--- config.mk ---
export PLATFORM = sky130hd
export DESIGN_NAME = mc_controller
export DESIGN_NICKNAME = d
export VERILOG_FILES = /design/src/rtl/mc_pkg.sv /design/src/rtl/mc_alu_decoder.sv /design/src/rtl/mc_controller.sv
export SDC_FILE = /design/constraint.sdc
export NUM_CORES = 1
export LEC_CHECK = 0
export CAP_MARGIN = 10
export CORE_MARGIN = 2
export CORE_UTILIZATION = 37
export CTS_CLUSTER_SIZE = 12
export DETAILED_ROUTE_END_ITERATION = 7
export GPL_TIMING_DRIVEN = 0
export PLACE_DENSITY = 0.79
export SYNTH_ARGS = -nofsm -noshare
export SYNTH_HDL_FRONTEND = slang
export SYNTH_SLANG_ARGS = --single-unit
--- constraint.sdc ---
create_clock -name i_clk_w -period 2 [get_ports i_clk_w]
set_clock_uncertainty 0.2 [all_clocks]
set_input_delay 0.2 -clock i_clk_w [delete_from_list [all_inputs] [get_ports i_clk_w]]
set_output_delay 0.2 -clock i_clk_w [all_outputs]
set_load 0.01 [all_outputs]
--- src/rtl/mc_pkg.sv ---
// Shared encodings for the multicycle MIPS control unit: opcodes, funct codes, ALU codes, FSM states.
// The optional bne support is selected with the MC_BNE_EN macro in mc_controller.
package mc_pkg;

    localparam int unsigned STATE_W  = 4;
    localparam int unsigned OP_W     = 6;
    localparam int unsigned FUNCT_W  = 6;
    localparam int unsigned ALUOP_W  = 2;
    localparam int unsigned ALUCTL_W = 3;
    localparam int unsigned SEL_W    = 2;

    localparam logic [OP_W-1:0] OP_RTYPE = 6'b000000;
    localparam logic [OP_W-1:0] OP_LW    = 6'b100011;
    localparam logic [OP_W-1:0] OP_SW    = 6'b101011;
    localparam logic [OP_W-1:0] OP_BEQ   = 6'b000100;
    localparam logic [OP_W-1:0] OP_ADDI  = 6'b001000;
    localparam logic [OP_W-1:0] OP_J     = 6'b000010;
    localparam logic [OP_W-1:0] OP_BNE   = 6'b000101;

    localparam logic [FUNCT_W-1:0] FN_ADD = 6'b100000;
    localparam logic [FUNCT_W-1:0] FN_SUB = 6'b100010;
    localparam logic [FUNCT_W-1:0] FN_AND = 6'b100100;
    localparam logic [FUNCT_W-1:0] FN_OR  = 6'b100101;
    localparam logic [FUNCT_W-1:0] FN_SLT = 6'b101010;

    localparam logic [ALUCTL_W-1:0] ALU_ADD = 3'b010;
    localparam logic [ALUCTL_W-1:0] ALU_SUB = 3'b110;
    localparam logic [ALUCTL_W-1:0] ALU_AND = 3'b000;
    localparam logic [ALUCTL_W-1:0] ALU_OR  = 3'b001;
    localparam logic [ALUCTL_W-1:0] ALU_SLT = 3'b111;

    localparam logic [SEL_W-1:0] SRCB_B      = 2'b00;
    localparam logic [SEL_W-1:0] SRCB_FOUR   = 2'b01;
    localparam logic [SEL_W-1:0] SRCB_IMM    = 2'b10;
    localparam logic [SEL_W-1:0] SRCB_IMM_SH = 2'b11;

    localparam logic [SEL_W-1:0] PCSRC_ALU    = 2'b00;
    localparam logic [SEL_W-1:0] PCSRC_ALUOUT = 2'b01;
    localparam logic [SEL_W-1:0] PCSRC_JUMP   = 2'b10;

    localparam logic [ALUOP_W-1:0] ALUOP_ADD   = 2'b00;
    localparam logic [ALUOP_W-1:0] ALUOP_SUB   = 2'b01;
    localparam logic [ALUOP_W-1:0] ALUOP_FUNCT = 2'b10;

    typedef enum logic [STATE_W-1:0] {
        S_FETCH    = 4'd0,
        S_DECODE   = 4'd1,
        S_MEMADR   = 4'd2,
        S_MEMRD    = 4'd3,
        S_MEMWB    = 4'd4,
        S_MEMWR    = 4'd5,
        S_EXECUTE  = 4'd6,
        S_ALUWB    = 4'd7,
        S_BRANCH   = 4'd8,
        S_ADDIEX   = 4'd9,
        S_ADDIWB   = 4'd10,
        S_JUMP     = 4'd11,
        S_BRANCHNE = 4'd12
    } state_t;

    // Per-state control bundle before reset gating
    typedef struct packed {
        logic                iord;
        logic                mem_write;
        logic                ir_write;
        logic                reg_write;
        logic                reg_dst;
        logic                mem_to_reg;
        logic                alu_src_a;
        logic [SEL_W-1:0]    alu_src_b;
        logic [SEL_W-1:0]    pc_src;
        logic                pc_write;
        logic                branch;
        logic                branch_taken;
        logic [ALUOP_W-1:0]  aluop;
    } ctrl_t;

endpackage

--- src/rtl/mc_alu_decoder.sv ---
// Combinational ALU decoder: maps the FSM aluop and the R-type funct field to an ALU control code.
module mc_alu_decoder
    import mc_pkg::*;
(
    input  logic [ALUOP_W-1:0]  aluop,
    input  logic [FUNCT_W-1:0]  funct,
    output logic [ALUCTL_W-1:0] alu_control
);

    always_comb begin
        alu_control = ALU_ADD;
        case (aluop)
            ALUOP_SUB: alu_control = ALU_SUB;
            ALUOP_FUNCT: begin
                case (funct)
                    FN_ADD:  alu_control = ALU_ADD;
                    FN_SUB:  alu_control = ALU_SUB;
                    FN_AND:  alu_control = ALU_AND;
                    FN_OR:   alu_control = ALU_OR;
                    FN_SLT:  alu_control = ALU_SLT;
                    default: alu_control = ALU_ADD;
                endcase
            end
            default: alu_control = ALU_ADD;
        endcase
    end

endmodule

--- src/rtl/mc_controller.sv ---
// Multicycle MIPS control FSM for a shared instruction/data memory, stalled by the memory ready handshake.
// Define MC_BNE_EN to add the BRANCHNE state for bne; otherwise bne is dropped as an unsupported opcode.
module mc_controller
    import mc_pkg::*;
(
    input  logic                i_clk_w,
    input  logic                i_rst_w,
    input  logic [OP_W-1:0]     i_op_w,
    input  logic [FUNCT_W-1:0]  i_funct_w,
    input  logic                i_zero_w,
    input  logic                i_mem_ready_w,
    output logic                o_iord_w,
    output logic                o_mem_write_w,
    output logic                o_ir_write_w,
    output logic                o_reg_write_w,
    output logic                o_reg_dst_w,
    output logic                o_mem_to_reg_w,
    output logic                o_alu_src_a_w,
    output logic [SEL_W-1:0]    o_alu_src_b_w,
    output logic [SEL_W-1:0]    o_pc_src_w,
    output logic                o_pc_en_w,
    output logic [ALUCTL_W-1:0] o_alu_control_w,
    output logic [STATE_W-1:0]  o_state_w
);

    state_t state;
    state_t next_state;
    ctrl_t  ctrl;

    always_ff @(posedge i_clk_w) begin
        if (i_rst_w) begin
            state <= S_FETCH;
        end else begin
            state <= next_state;
        end
    end

    always_comb begin
        next_state = state;
        ctrl       = '0;
        ctrl.aluop = ALUOP_ADD;
        case (state)
            S_FETCH: begin
                ctrl.alu_src_b = SRCB_FOUR;
                ctrl.ir_write  = i_mem_ready_w;
                ctrl.pc_write  = i_mem_ready_w;
                if (i_mem_ready_w) next_state = S_DECODE;
            end
            S_DECODE: begin
                ctrl.alu_src_b = SRCB_IMM_SH;
                case (i_op_w)
                    OP_LW, OP_SW: next_state = S_MEMADR;
                    OP_RTYPE:     next_state = S_EXECUTE;
                    OP_BEQ:       next_state = S_BRANCH;
                    OP_ADDI:      next_state = S_ADDIEX;
                    OP_J:         next_state = S_JUMP;
`ifdef MC_BNE_EN
                    OP_BNE:       next_state = S_BRANCHNE;
`endif
                    default:      next_state = S_FETCH;
                endcase
            end
            S_MEMADR: begin
                ctrl.alu_src_a = 1'b1;
                ctrl.alu_src_b = SRCB_IMM;
                next_state     = (i_op_w == OP_LW) ? S_MEMRD : S_MEMWR;
            end
            S_MEMRD: begin
                ctrl.iord = 1'b1;
                if (i_mem_ready_w) next_state = S_MEMWB;
            end
            S_MEMWB: begin
                ctrl.mem_to_reg = 1'b1;
                ctrl.reg_write  = 1'b1;
                next_state      = S_FETCH;
            end
            S_MEMWR: begin
                ctrl.iord      = 1'b1;
                ctrl.mem_write = 1'b1;
                if (i_mem_ready_w) next_state = S_FETCH;
            end
            S_EXECUTE: begin
                ctrl.alu_src_a = 1'b1;
                ctrl.alu_src_b = SRCB_B;
                ctrl.aluop     = ALUOP_FUNCT;
                next_state     = S_ALUWB;
            end
            S_ALUWB: begin
                ctrl.reg_dst   = 1'b1;
                ctrl.reg_write = 1'b1;
                next_state     = S_FETCH;
            end
            S_BRANCH: begin
                ctrl.alu_src_a    = 1'b1;
                ctrl.alu_src_b    = SRCB_B;
                ctrl.aluop        = ALUOP_SUB;
                ctrl.pc_src       = PCSRC_ALUOUT;
                ctrl.branch       = 1'b1;
                ctrl.branch_taken = i_zero_w;
                next_state        = S_FETCH;
            end
`ifdef MC_BNE_EN
            S_BRANCHNE: begin
                ctrl.alu_src_a    = 1'b1;
                ctrl.alu_src_b    = SRCB_B;
                ctrl.aluop        = ALUOP_SUB;
                ctrl.pc_src       = PCSRC_ALUOUT;
                ctrl.branch       = 1'b1;
                ctrl.branch_taken = ~i_zero_w;
                next_state        = S_FETCH;
            end
`endif
            S_ADDIEX: begin
                ctrl.alu_src_a = 1'b1;
                ctrl.alu_src_b = SRCB_IMM;
                next_state     = S_ADDIWB;
            end
            S_ADDIWB: begin
                ctrl.reg_write = 1'b1;
                next_state     = S_FETCH;
            end
            S_JUMP: begin
                ctrl.pc_src   = PCSRC_JUMP;
                ctrl.pc_write = 1'b1;
                next_state    = S_FETCH;
            end
            default: next_state = S_FETCH;
        endcase
    end

    mc_alu_decoder u_alu_decoder (
        .aluop       (ctrl.aluop),
        .funct       (i_funct_w),
        .alu_control (o_alu_control_w)
    );

    // Architectural writes are suppressed for the whole time reset is asserted
    assign o_mem_write_w  = ctrl.mem_write & ~i_rst_w;
    assign o_ir_write_w   = ctrl.ir_write  & ~i_rst_w;
    assign o_reg_write_w  = ctrl.reg_write & ~i_rst_w;
    assign o_pc_en_w      = (ctrl.pc_write | (ctrl.branch & ctrl.branch_taken)) & ~i_rst_w;

    assign o_iord_w       = ctrl.iord;
    assign o_reg_dst_w    = ctrl.reg_dst;
    assign o_mem_to_reg_w = ctrl.mem_to_reg;
    assign o_alu_src_a_w  = ctrl.alu_src_a;
    assign o_alu_src_b_w  = ctrl.alu_src_b;
    assign o_pc_src_w     = ctrl.pc_src;
    assign o_state_w      = state;

endmodule

==> flow_summary.yaml <==
cts:
  htreeDepth: 1
  cts_tree: "done"
  root_buffer: "clkbuf_4"
  numCtsBuffers: 3
  clock-sinks: 4
  clk_pin_slew_ns: 0.04
  clkLatencyLatePin_ns: 0.23
  hold_buffers: 0
  cts_buffer_depth: 2
finish:
  fillers: 132
  largest_register_ffs: 4
  drive_above_1_share: 0.240
  final_util: 0.684
  n_antenna_cell: 0
  nNetsFinal: 149
  design_area_mm2: 0.00103
  area_delta_synth_final_pct: 72.9
  final_cells: 145
status:
  violations: "negative setup slack"
  status: "complete, but fails checks"
yosys:
  ys_seq_elements: 4
  ys_seq_area_frac: 0.134
  async_reset_ff_frac: 0
  synth_area_per_cell_um2: 6.54
  synth.distinct_cells: 36
  synth_fp_nets: 109
  syn_inst: 91
  synth_edf_count: 0
  synth-main-ff-cell: "dfxtp_1"
  yosysWarnings: 0
  synthesis.area_um2: 596
drt:
  drt_iter0_markers: 28
  wl_mm: 1.99
  wl_per_cell_um: 13.7
  drc: 0
  via_per_inst: 5.72
  ant_nets: 0
  dr.pass1.iters: 4
  via_count: 830
die:
  core-area_mm2: 0.00151
  ios: 35
  dieArea_mm2: 0.00195
  die_y_um: 44.1
  rows: 14
  initial_core_util: 0.395
  die_x_um: 44.1
placement:
  numPortBuffers: 33
  place.gp.congestion: 0.890
  hpwl_mm: 1.48
  dp_cells: 140
  place_area_um2: 952
  pre_cts_ws_ns: -0.561
pwr:
  seq_power_share: 0.304
  p_int_mw: 0.201
  p_per_area_mw_per_mm2: 273
  switchingPower_mw: 0.0795
  ir_drop_mv: 0.240
  combPwrFrac: 0.342
  p_leak_nw: 0.422
  pwr-share-clk: 0.354
  swShare: 0.283
timing:
  rsz0062_at_grt: "true"
  finalMaxSlewViolations: 0
  finalHoldViolations: 0
  setup_ws_ns: -0.201
  fmax_mhz: 454
  worst_pin_slew_ns: 0.369
  fin_crit_ns: 2.20
  maxSlewHeadroom: 0.754
  setup_viol: 3
  finalCritPeriodShare: 1.10
global_route:
  antenna_found_initial: 0
  grt_pass1_wl_mm: 3.05
  first_global_vias: 766
  grtUsageTotal: 0.201
  overflow: 0
  grt_max_degree: 12
worst_setup_path:
  reg2reg_slack_ns: 0.58
  r2r-end: "o_state_w[2]"
  cp-end-kind: "output port"
  worstPathArrival_ns: 1.80
  rr_startpoint: "o_state_w[2]"
  crit_path_max_fanout: 5
  criticalPathCategory: "flip-flop to output port"
  worstRegToRegCells: 5
  start_kind: "flip-flop"
  worstPathRequired_ns: 1.60
worst_hold_path:
  holdPathStages: 2
  worstHoldStart: "i_rst_w"
  worst_hold_path_type: "input port to flip-flop"
  whs_endpoint: "o_state_w[1]"
flow_run:
  drv_cap: 0
[worst max-delay path by stage]
stage                       from                 end  slack (ns)  depth (start not counted)
finish              o_state_w[1]  o_alu_control_w[2]       -0.20                          6
global route        o_state_w[1]  o_alu_control_w[0]       -0.28                          6
CTS                 o_state_w[1]  o_alu_control_w[2]       -0.20                          6
detailed placement  o_state_w[0]  o_alu_control_w[2]       -0.56                          8
global placement    o_state_w[0]  o_alu_control_w[2]       -0.53                          8
floorplan           o_state_w[0]  o_alu_control_w[0]      -0.003                          7
[power groups by stage]
stage / clock (mW) / combinational, mW / sequential (mW)
2_1_floorplan: 0 / 0.0426 / 0.0849
3_3_place_gp: 0 / 0.0965 / 0.0841
3_5_place_dp: 0 / 0.0994 / 0.0842
4_1_cts: 0.102 / 0.0944 / 0.0849
5_1_grt: 0.106 / 0.103 / 0.0855
6_report: 0.0994 / 0.0961 / 0.0852
[cell usage in the layout (no fill, tap or decap), drive strengths merged, types with 2 or more instances in the layout]
cell / count
a211oi: 2
clkdlybuf4s50: 19
clkbuf: 5
o22ai: 2
dfxtp: 4
o21a: 2
a31oi: 2
nand2: 3
a211o: 2
a21oi: 6
nor3: 7
nand3: 2
or2: 2
a2bb2oi: 2
nand3b: 2
nor4: 2
dlygate4sd2: 9
nand4: 2
nand2b: 7
nor3b: 2
nor2: 9
inv: 5
nor2b: 2
o21ai: 6
buf: 11
ha: 2
[logic make-up (layout without fill, tap and decap cells)]
family | count (synthesis) | count (layout) | synth area share
compound gates | 26 | 26 | 0.279
xor+xnor | 2 | 2 | 0.0294
fa+ha+maj | 2 | 2 | 0.0420
buf+inv | 11 | 49 | 0.0777
flops | 4 | 4 | 0.134
simple gates | 46 | 46 | 0.437
[metal layers]
| layer | vias to the layer above | share of wire | track usage |
|---|---|---|---|
| met3 | 0 | 0.066 | 0.0327 |
| met4 | 0 | 0 | 0.0303 |
| met5 | - | 0 | 0 |
| met1 | 378 | 0.41 | 0.217 |
| li1 | 415 | - | - |
| met2 | 37 | 0.52 | 0.406 |
[metrics by stage]
stage | TNS, ns | power (mW) | hold slack, ns
after floorplan | -0.00333 | 0.127 | 0.205
after global placement | -1.66 | 0.181 | 0.365
after detailed placement | -1.83 | 0.184 | 0.373
after CTS | -0.508 | 0.282 | 0.129
after global routing | -0.805 | 0.295 | 0.134
final | -0.565 | 0.281 | 0.148
[critical path, stage by stage, from the launching register on]
cell	delay, ns
dfxtp_4	0.35
nand2b_4	0.14
or3_4	0.40
ha_4	0.23
nand3b_1	0.19
o22ai_2	0.10
buf_2	0.15
[synthesized netlist by cell type, types with 3 or more instances]
cell type  instances  share of area
a21oi_1            6          0.050
buf_2              4          0.034
dfxtp_1            4           0.13
inv_1              4          0.025
nand2_1            3          0.019
nand2b_1           7          0.074
nor2_1             9          0.057
nor3_1             7          0.059
o21ai_0            6          0.050
[final cells by class]
cell class                 instances  area (um2)  share of cell area
multi-input combinational         76         523               0.508
timing repair buffer              36         317               0.307
sequential                         4        90.1              0.0875
buffer                             5        38.8              0.0377
clock buffer                       3        22.5              0.0219
tap                               16        20.0              0.0194
inverter                           5        18.8              0.0182
[what timing repair did]
action | in CTS | in global routing
buffers inserted | 3 | 0
resized for setup | 41 | 8
pin swaps | 5 | 2
endpoints found under the hold margin | 0 | 0
endpoints found under the setup margin | 15 | 9
No activity file was read; power rests on OpenSTA's default activity.
